--- config.mk ---
export PLATFORM = sky130hd
export DESIGN_NAME = ram_march_bist
export DESIGN_NICKNAME = d
export VERILOG_FILES = /design/src/rtl/ram_bist_pkg.sv /design/src/rtl/ram_bist_cmp.sv /design/src/rtl/ram_march_bist.sv
export SDC_FILE = /design/constraint.sdc
export NUM_CORES = 1
export LEC_CHECK = 0
export BUFFER_PORTS_ARGS = -buffer_cell sky130_fd_sc_hd__buf_2
export CORE_MARGIN = 2
export CORE_UTILIZATION = 42
export DETAILED_ROUTE_END_ITERATION = 8
export PLACE_DENSITY = 0.71
export REMOVE_ABC_BUFFERS = 1
export SKIP_LAST_GASP = 1
export SLEW_MARGIN = 40
export SYNTH_ARGS = -nofsm -noshare
export SYNTH_HDL_FRONTEND = slang
export SYNTH_HIERARCHICAL = 1
export SYNTH_SLANG_ARGS = --single-unit
--- constraint.sdc ---
create_clock -name clk -period 3.05 [get_ports clk]
set_input_delay 0.305 -clock clk [delete_from_list [all_inputs] [get_ports clk]]
set_output_delay 0.305 -clock clk [all_outputs]
set_load 0.01 [all_outputs]
--- src/rtl/ram_bist_pkg.sv ---
// ram_bist_pkg: types and constants shared by the March C- BIST initiator
// and its compare pipeline.
//   bist_state_e  : controller states
//   march_elem_e  : march element index M0..M5
//   ELEM_* masks  : per-element properties, bit index = element index
//   ERR_W         : width of the saturating mismatch counter
package ram_bist_pkg;

  typedef enum logic [1:0] {
    IDLE  = 2'd0,
    RUN   = 2'd1,
    DRAIN = 2'd2,
    DONE  = 2'd3
  } bist_state_e;

  typedef enum logic [2:0] {
    M0 = 3'd0,
    M1 = 3'd1,
    M2 = 3'd2,
    M3 = 3'd3,
    M4 = 3'd4,
    M5 = 3'd5
  } march_elem_e;

  localparam int ERR_W = 16;

  // M3..M5 walk the address space downwards.
  localparam logic [5:0] ELEM_DOWN   = 6'b111000;
  // M1..M5 start each address with a read.
  localparam logic [5:0] ELEM_HAS_RD = 6'b111110;
  // M0..M4 write each address (after the read when there is one).
  localparam logic [5:0] ELEM_HAS_WR = 6'b011111;
  // Reads of M2 and M4 expect ~P; the others expect P.
  localparam logic [5:0] ELEM_RD_INV = 6'b010100;
  // Writes of M1 and M3 store ~P; the others store P.
  localparam logic [5:0] ELEM_WR_INV = 6'b001010;

  function automatic march_elem_e elem_next(input march_elem_e e);
    return march_elem_e'(e + 3'd1);
  endfunction

endpackage

--- src/rtl/ram_bist_cmp.sv ---
// ram_bist_cmp: read-data compare pipeline for the RAM BIST.
// Each issued read enters an RD_LAT-deep shift register carrying its
// expected word and address; the tail lines up with the RAM's data_out.
// Ports:
//   clk, reset          clock, synchronous active-high reset
//   i_clear             clears counters and flushes pipeline (new run)
//   i_push              a read is on the RAM command port this cycle
//   i_exp, i_addr       expected data / address of that read
//   i_rdata             RAM read data
//   o_mismatch          tail compare failed this cycle
//   o_err_count         saturating mismatch count
//   o_first_fail_addr   address of the first mismatch of the run
module ram_bist_cmp
  import ram_bist_pkg::*;
#(
  parameter int DATA_W = 64,
  parameter int ADDR_W = 12,
  parameter int RD_LAT = 1
) (
  input  logic              clk,
  input  logic              reset,
  input  logic              i_clear,
  input  logic              i_push,
  input  logic [DATA_W-1:0] i_exp,
  input  logic [ADDR_W-1:0] i_addr,
  input  logic [DATA_W-1:0] i_rdata,
  output logic              o_mismatch,
  output logic [ERR_W-1:0]  o_err_count,
  output logic [ADDR_W-1:0] o_first_fail_addr
);

  logic              r_vld_p  [RD_LAT];
  logic [DATA_W-1:0] r_exp_p  [RD_LAT];
  logic [ADDR_W-1:0] r_addr_p [RD_LAT];
  logic [ERR_W-1:0]  r_err_count;
  logic [ADDR_W-1:0] r_first_fail_addr;
  logic              w_mismatch;

  function automatic logic [ERR_W-1:0] sat_inc(input logic [ERR_W-1:0] v);
    return (v == {ERR_W{1'b1}}) ? v : v + 1'b1;
  endfunction

  // Stage boundary: issued read -> RD_LAT-deep tag pipeline.
  always_ff @(posedge clk) begin
    if (reset || i_clear) begin
      for (int i = 0; i < RD_LAT; i++) r_vld_p[i] <= 1'b0;
    end else begin
      r_vld_p[0] <= i_push;
      for (int i = 1; i < RD_LAT; i++) r_vld_p[i] <= r_vld_p[i-1];
    end
  end

  always_ff @(posedge clk) begin
    r_exp_p[0]  <= i_exp;
    r_addr_p[0] <= i_addr;
    for (int i = 1; i < RD_LAT; i++) begin
      r_exp_p[i]  <= r_exp_p[i-1];
      r_addr_p[i] <= r_addr_p[i-1];
    end
  end

  assign w_mismatch = r_vld_p[RD_LAT-1] && (i_rdata != r_exp_p[RD_LAT-1]);

  // Stage boundary: tail compare -> error counter / first-fail capture.
  always_ff @(posedge clk) begin
    if (reset || i_clear) begin
      r_err_count       <= '0;
      r_first_fail_addr <= '0;
    end else if (w_mismatch) begin
      r_err_count <= sat_inc(r_err_count);
      if (r_err_count == '0) r_first_fail_addr <= r_addr_p[RD_LAT-1];
    end
  end

  assign o_mismatch        = w_mismatch;
  assign o_err_count       = r_err_count;
  assign o_first_fail_addr = r_first_fail_addr;

endmodule

--- src/rtl/ram_march_bist.sv ---
// ram_march_bist: March C- built-in self-test initiator for a single-clock
// RAM with a write port, a read port and RD_LAT cycles of read latency.
// Sequence (P = background pattern captured at start):
//   M0 up: w P | M1 up: r P, w ~P | M2 up: r ~P, w P
//   M3 down: r P, w ~P | M4 down: r ~P, w P | M5 down: r P
// One command per cycle, 10*DEPTH RUN cycles, then RD_LAT DRAIN cycles.
// Ports:
//   clk, reset                 clock, synchronous active-high reset
//   start, pattern             run request / background pattern
//   busy, done, pass           run status
//   err_count, first_fail_addr mismatch statistics
//   write, wr_address, data_in RAM write command (registered)
//   read, rd_address           RAM read command (registered)
//   data_out                   RAM read data
// Optional build macro RAM_BIST_STOP_ON_FAIL_EN: stop issuing commands on
// the first mismatch, drain the in-flight reads, then report DONE.
module ram_march_bist
  import ram_bist_pkg::*;
#(
  parameter int DATA_W = 64,
  parameter int ADDR_W = 12,
  parameter int DEPTH  = 4096,
  parameter int RD_LAT = 1
) (
  input  logic              clk,
  input  logic              reset,
  input  logic              start,
  input  logic [DATA_W-1:0] pattern,
  output logic              busy,
  output logic              done,
  output logic              pass,
  output logic [ERR_W-1:0]  err_count,
  output logic [ADDR_W-1:0] first_fail_addr,
  output logic              write,
  output logic [ADDR_W-1:0] wr_address,
  output logic [DATA_W-1:0] data_in,
  output logic              read,
  output logic [ADDR_W-1:0] rd_address,
  input  logic [DATA_W-1:0] data_out
);

  localparam logic [ADDR_W-1:0] A_LAST = ADDR_W'(DEPTH - 1);
  localparam int DCW = (RD_LAT > 1) ? $clog2(RD_LAT) : 1;
  localparam logic [DCW-1:0] D_LAST = DCW'(RD_LAT - 1);

  bist_state_e       r_state;
  bist_state_e       w_state_nxt;
  march_elem_e       r_elem;
  logic [ADDR_W-1:0] r_addr;
  logic              r_phase;       // 1: current op is a write, 0: a read
  logic [DATA_W-1:0] r_pat;
  logic [DCW-1:0]    r_drain_cnt;
  logic              r_write;
  logic              r_read;
  logic [ADDR_W-1:0] r_wr_addr;
  logic [ADDR_W-1:0] r_rd_addr;
  logic [DATA_W-1:0] r_data_in;
  logic [DATA_W-1:0] r_rd_exp;

  march_elem_e       w_nxt_elem;
  logic [ADDR_W-1:0] w_nxt_addr;
  logic              w_nxt_phase;
  logic              w_seq_end;
  logic              w_at_end;

  logic              w_start_acc;
  march_elem_e       w_iss_elem;
  logic [ADDR_W-1:0] w_iss_addr;
  logic              w_iss_phase;
  logic              w_iss_wr;
  logic              w_iss_rd;
  logic [DATA_W-1:0] w_iss_base;
  logic [DATA_W-1:0] w_iss_wdata;
  logic [DATA_W-1:0] w_iss_exp;

  logic              w_mismatch;
  logic              w_stop;
  logic [ERR_W-1:0]  w_err_count;
  logic [ADDR_W-1:0] w_first_fail_addr;

`ifdef RAM_BIST_STOP_ON_FAIL_EN
  assign w_stop = w_mismatch;
`else
  logic w_unused_mismatch;
  assign w_unused_mismatch = w_mismatch;
  assign w_stop = 1'b0;
`endif

  // Terminal compare against DEPTH-1 / 0 so the element wrap never relies
  // on ADDR_W overflow (DEPTH may equal 2**ADDR_W).
  assign w_at_end = ELEM_DOWN[r_elem] ? (r_addr == '0) : (r_addr == A_LAST);

  // Position after the current operation.
  always_comb begin
    w_nxt_elem  = r_elem;
    w_nxt_addr  = r_addr;
    w_nxt_phase = r_phase;
    w_seq_end   = 1'b0;
    if (!r_phase && ELEM_HAS_WR[r_elem]) begin
      w_nxt_phase = 1'b1;
    end else if (!w_at_end) begin
      w_nxt_addr  = ELEM_DOWN[r_elem] ? r_addr - 1'b1 : r_addr + 1'b1;
      w_nxt_phase = !ELEM_HAS_RD[r_elem];
    end else if (r_elem == M5) begin
      w_seq_end = 1'b1;
    end else begin
      w_nxt_elem  = elem_next(r_elem);
      w_nxt_addr  = ELEM_DOWN[w_nxt_elem] ? A_LAST : '0;
      w_nxt_phase = !ELEM_HAS_RD[w_nxt_elem];
    end
  end

  // Next state and the command to register for the next cycle.
  always_comb begin
    w_state_nxt = r_state;
    w_start_acc = 1'b0;
    w_iss_elem  = r_elem;
    w_iss_addr  = r_addr;
    w_iss_phase = r_phase;
    w_iss_wr    = 1'b0;
    w_iss_rd    = 1'b0;
    case (r_state)
      IDLE, DONE: begin
        if (start) begin
          w_state_nxt = RUN;
          w_start_acc = 1'b1;
          w_iss_elem  = M0;
          w_iss_addr  = '0;
          w_iss_phase = 1'b1;
        end
      end
      RUN: begin
        if (w_seq_end || w_stop) begin
          w_state_nxt = DRAIN;
        end else begin
          w_iss_elem  = w_nxt_elem;
          w_iss_addr  = w_nxt_addr;
          w_iss_phase = w_nxt_phase;
        end
      end
      DRAIN: begin
        if (r_drain_cnt == D_LAST) w_state_nxt = DONE;
      end
      default: w_state_nxt = IDLE;
    endcase
    if (w_state_nxt == RUN) begin
      w_iss_wr = w_iss_phase;
      w_iss_rd = !w_iss_phase;
    end
  end

  assign w_iss_base  = w_start_acc ? pattern : r_pat;
  assign w_iss_wdata = w_iss_base ^ {DATA_W{ELEM_WR_INV[w_iss_elem]}};
  assign w_iss_exp   = w_iss_base ^ {DATA_W{ELEM_RD_INV[w_iss_elem]}};

  always_ff @(posedge clk) begin
    if (reset) r_state <= IDLE;
    else       r_state <= w_state_nxt;
  end

  // Stage boundary: issue decision -> registered RAM command port.
  always_ff @(posedge clk) begin
    if (reset) begin
      r_elem      <= M0;
      r_addr      <= '0;
      r_phase     <= 1'b0;
      r_pat       <= '0;
      r_drain_cnt <= '0;
      r_write     <= 1'b0;
      r_read      <= 1'b0;
      r_wr_addr   <= '0;
      r_rd_addr   <= '0;
      r_data_in   <= '0;
      r_rd_exp    <= '0;
    end else begin
      r_write <= w_iss_wr;
      r_read  <= w_iss_rd;
      if (w_start_acc) r_pat <= pattern;
      if (w_iss_wr || w_iss_rd) begin
        r_elem  <= w_iss_elem;
        r_addr  <= w_iss_addr;
        r_phase <= w_iss_phase;
      end
      if (w_iss_wr) begin
        r_wr_addr <= w_iss_addr;
        r_data_in <= w_iss_wdata;
      end
      if (w_iss_rd) begin
        r_rd_addr <= w_iss_addr;
        r_rd_exp  <= w_iss_exp;
      end
      if (r_state == DRAIN) r_drain_cnt <= r_drain_cnt + 1'b1;
      else                  r_drain_cnt <= '0;
    end
  end

  ram_bist_cmp #(
    .DATA_W (DATA_W),
    .ADDR_W (ADDR_W),
    .RD_LAT (RD_LAT)
  ) u_cmp (
    .clk               (clk),
    .reset             (reset),
    .i_clear           (w_start_acc),
    .i_push            (r_read),
    .i_exp             (r_rd_exp),
    .i_addr            (r_rd_addr),
    .i_rdata           (data_out),
    .o_mismatch        (w_mismatch),
    .o_err_count       (w_err_count),
    .o_first_fail_addr (w_first_fail_addr)
  );

  assign busy            = (r_state == RUN) || (r_state == DRAIN);
  assign done            = (r_state == DONE);
  assign pass            = done && (w_err_count == '0);
  assign err_count       = w_err_count;
  assign first_fail_addr = w_first_fail_addr;
  assign write           = r_write;
  assign wr_address      = r_wr_addr;
  assign data_in         = r_data_in;
  assign read            = r_read;
  assign rd_address      = r_rd_addr;

endmodule

==> results.md <==
- P_int: 8560 uW
- Sw Pwr: between 3000 and 4000 uW
- Least-Margin Pin Slew: approximately 0.67 ns
- Worst Setup Start Kind: flop
- Final-report hold violation count: 0
- Post-Syn Instances: ~1500
- P_leak: ~0.007 uW
- CP Launch Point: r_addr[11]
- Async SR Flop Fraction: 0%
- Clock transition at the registers of the reported paths: around 0.06 ns
- Post-synth EDFFs: 0
- Core area: approximately 34000 um^2
- CTS sink count: roughly 350
- WP data arrival: about 3.3 ns
- # hold bufs at CTS: 0
- Avg Cell Area, Syn: between 9 and 10 um^2
- Flops & latches, synth: roughly 350
- Routed via count: about 12000
- Max Freq: 343 MHz
- Status: finished, final reports clean
- DR DRC count: 0
- CP endpoint kind: flop
- Multi-input gate area: slightly above 7000 um^2
- CP Data Required Time: about 3.5 ns
- RSZ-0062 raised after global routing: yes
- Number of H-tree levels: 2
- RePlAce Congestion: a little under 0.9
- Nets: 1864
- Mapped cell area: 14600 um^2
- Slew headroom: 55.2%
- CP max FO: 48
- Peak supply drop: ~430 uV
- Via-per-instance ratio: ~5.4
- Crit path buf inv count: 1
- Clock Path Buffers: 3
- FILL cells: between 3000 and 4000
- Sw Ratio: 26.7%
- Skew final: between 0.01 and 0.015 ns
- Largest net degree at the start of global routing: between 80 and 90
- GR peak layer: met2
- Reg2reg start: r_addr[11]
- Wire length per cell: approximately 17 um
- HP Class: in -> reg
- Share of post-route cells with drive strength above 1: 23.7%
- Vias in the first global route: 11500
- Most common cell after layout, fill and taps aside: dfxtp_1
- Comb pwr share: 15.4%
- Post-DP Area: ~16000 um^2
- Crit-path slowest cell: or4_4
- Initial antenna violation count: 14
- Crit path time final: 2.91 ns
- Yosys warnings: 6
- Instance count on the critical path: 8
- Storage element area: approximately 6900 um^2
- Distinct cells, synth: 75
- Fin util: about half
- Delay-heaviest family, CP: compound AO/OA/AOI/OAI gates
- Site Rows: 68
- Die height: approximately 190 um
- Met3 usage: under 10%
- Count of final max-slew check failures: 0
- Clock Tree Root: clkbuf_16
- Crit Path Class: reg -> reg
- Total global-route track usage: 20.4%
- GRT met2 Usage: between 30% and 40%
- Starting Density: between 40% and 50%
- Worst R2R Setup Slack: ~0.14 ns
- R2R Path End: r_rd_exp[18]
- Post-DP HPWL: 25800 um
- CP cell instances: nand4_2 > or4_4 > a2111o_1 > o211ai_1 > o211a_4 > buf_16 > nor2_1 > a311oi_1
- Max incr delay on CP: 0.59 ns
- Final period util: roughly 95%
- I/O pin count: ~250
- Leading register cell type out of synthesis: dfxtp_1
- Max_cap viols: 0
- Design Area, Final: about 18000 um^2
- Met1 Use GR: about a quarter
- Setup Viol. Count Final: 0
- Clock power share: between 30 and 40%
- Die span in x: roughly 190 um
- Number of routed nets with antenna violations: 0
- Syn-to-layout area delta: 21.4%
- Port-buffer cells: around 250
- Placed Instances: 2128
- GRT Residual Overflow: 0
- Reg2reg path depth: 8
- Total routed wirelength: 37700 um
- Hold_ws: just over 0.09 ns
- CP Capture Point: r_rd_exp[18]
- Register share of total power: 44.8%
- Die area: 36400 um^2
- Pwr/cell area: roughly 660 nW/um^2
- PnR Total Power: around 12000 uW
- First-pass GRT wire length: ~60000 um
- TritonCTS clock tree: done
- Detailed Route Iter0 Violations: 710
- Most frequent cells in the layout: dfxtp_1, buf_2, nor2_1, xnor2_1, o21ai_0
- Seq/Total Area, Yosys: between 40% and 50%
- Non-filler cells, final: roughly 2200
- Clk Latency, worst-skew pair: 0.53 ns
- DRT Pass-1 Iters: 5
- TritonCTS Buffers: 38
-- worst min-delay path: stages --
cell and delay (ns):
buf_2 0.08, mux2i_1 0.11, nor2_1 0.10
-- state kept, by name (all words and copies together), names as in the netlist, 2 cells and up, named ones only --
signal / cells
rd_address: 12
u_cmp/o_first_fail_addr: 12
wr_address: 12
r_addr: 12
u_cmp/r_addr_p: 12
data_in: 64
r_rd_exp: 64
r_state: 2
u_cmp/r_exp_p: 64
r_pat: 64
u_cmp/o_err_count: 16
r_elem: 3
-- how the worst min path moves through the flow --
stage,startpoint,endpoint,depth (start not counted)
floorplan,r_rd_exp[0],u_cmp/r_exp_p[0][0],0
global placement,r_rd_exp[0],u_cmp/r_exp_p[0][0],0
detailed placement,r_rd_exp[15],u_cmp/r_exp_p[0][15],0
CTS,pattern[50],r_pat[50],3
global route,pattern[9],r_pat[9],3
finish,pattern[22],r_pat[22],3
-- power by group through the flow --
stage / registers [uW] / clock network [uW] / logic, uW
5_1_grt: 5280 / 4940 / 2000
2_1_floorplan: 5330 / 0 / 1140
6_report: 5230 / 4640 / 1800
4_1_cts: 5240 / 4740 / 1800
3_3_place_gp: 5320 / 0 / 1760
3_5_place_dp: 5330 / 0 / 1800
-- through the flow --
step	worst slack (ns)	setup TNS, ns
2_1_floorplan	-2.04	-270.64
3_3_place_gp	0.192	0
3_5_place_dp	0.0104	0
4_1_cts	0.0501	0
5_1_grt	-0.0185	-0.0383
6_report	0.137	0
-- per-layer routing --
| metal | part of all wire (%) | wire length (um) |
|---|---|---|
| met2 | 46 | 17400 |
| met4 | 3.0 | 1150 |
| met1 | 44 | 16600 |
| met5 | 0.14 | 54 |
| met3 | 6.8 | 2550 |
-- synthesized netlist by cell type (3+ instances only) --
cell type	number	share of area, %
buf_1	6	0.15
nor4_1	9	0.38
buf_2	42	1.4
nand4_1	33	1.4
nor2_1	184	4.7
o21ai_0	85	2.9
o21ai_1	4	0.14
clkbuf_2	3	0.10
xnor2_1	131	7.8
nand2_1	33	0.85
o211ai_1	4	0.21
o21a_1	9	0.46
a21o_1	5	0.26
mux2i_1	66	4.5
and2_1	3	0.13
a211oi_1	34	1.7
or2_2	3	0.13
or3_1	72	3.1
dfxtp_1	345	47
or4_1	10	0.51
ha_1	19	1.6
a21oi_1	55	1.9
a311oi_1	50	3.0
clkbuf_1	51	1.3
o31ai_1	15	0.77
a211o_1	5	0.30
nand2b_1	7	0.30
buf_4	4	0.21
o21bai_1	3	0.15
nor3_1	8	0.27
a22oi_1	3	0.15
nor2b_1	5	0.21
inv_1	16	0.41
a31oi_1	4	0.17
a311oi_2	20	2.1
buf_6	7	0.54
nand3_1	19	0.65
nor4_2	5	0.43
o2bb2ai_1	64	3.8
-- cell type report --
type / instances / area share [%]
multi-input combinational: 1016 / 40.3
inverter: 19 / 0.401
timing repair buffer: 293 / 9.85
clock buffer: 47 / 5.82
sequential: 345 / 38.9
clock inverter: 19 / 1.43
tap: 455 / 3.20
antenna: 10 / 0.141
-- cells by family after synthesis --
kind of cell / count (synthesis) / synth area share [%]
AND/OR/NAND/NOR: 408 / 14.2
AO/OA/AOI/OAI: 389 / 19.9
flip-flops: 345 / 47.2
buffers and inverters: 134 / 4.50
XOR/XNOR: 133 / 7.96
multiplexers: 66 / 4.51
adder cells (fa/ha/maj): 20 / 1.76
-- what timing repair did --
item,in CTS,in global routing
gates cloned,0,0
setup buffers,0,0
resized for setup,1,9
pin swaps,1,1
endpoints found under the setup margin,1,84
hold endpoints to repair,0,0
No activity file was read; power rests on OpenSTA's default activity.
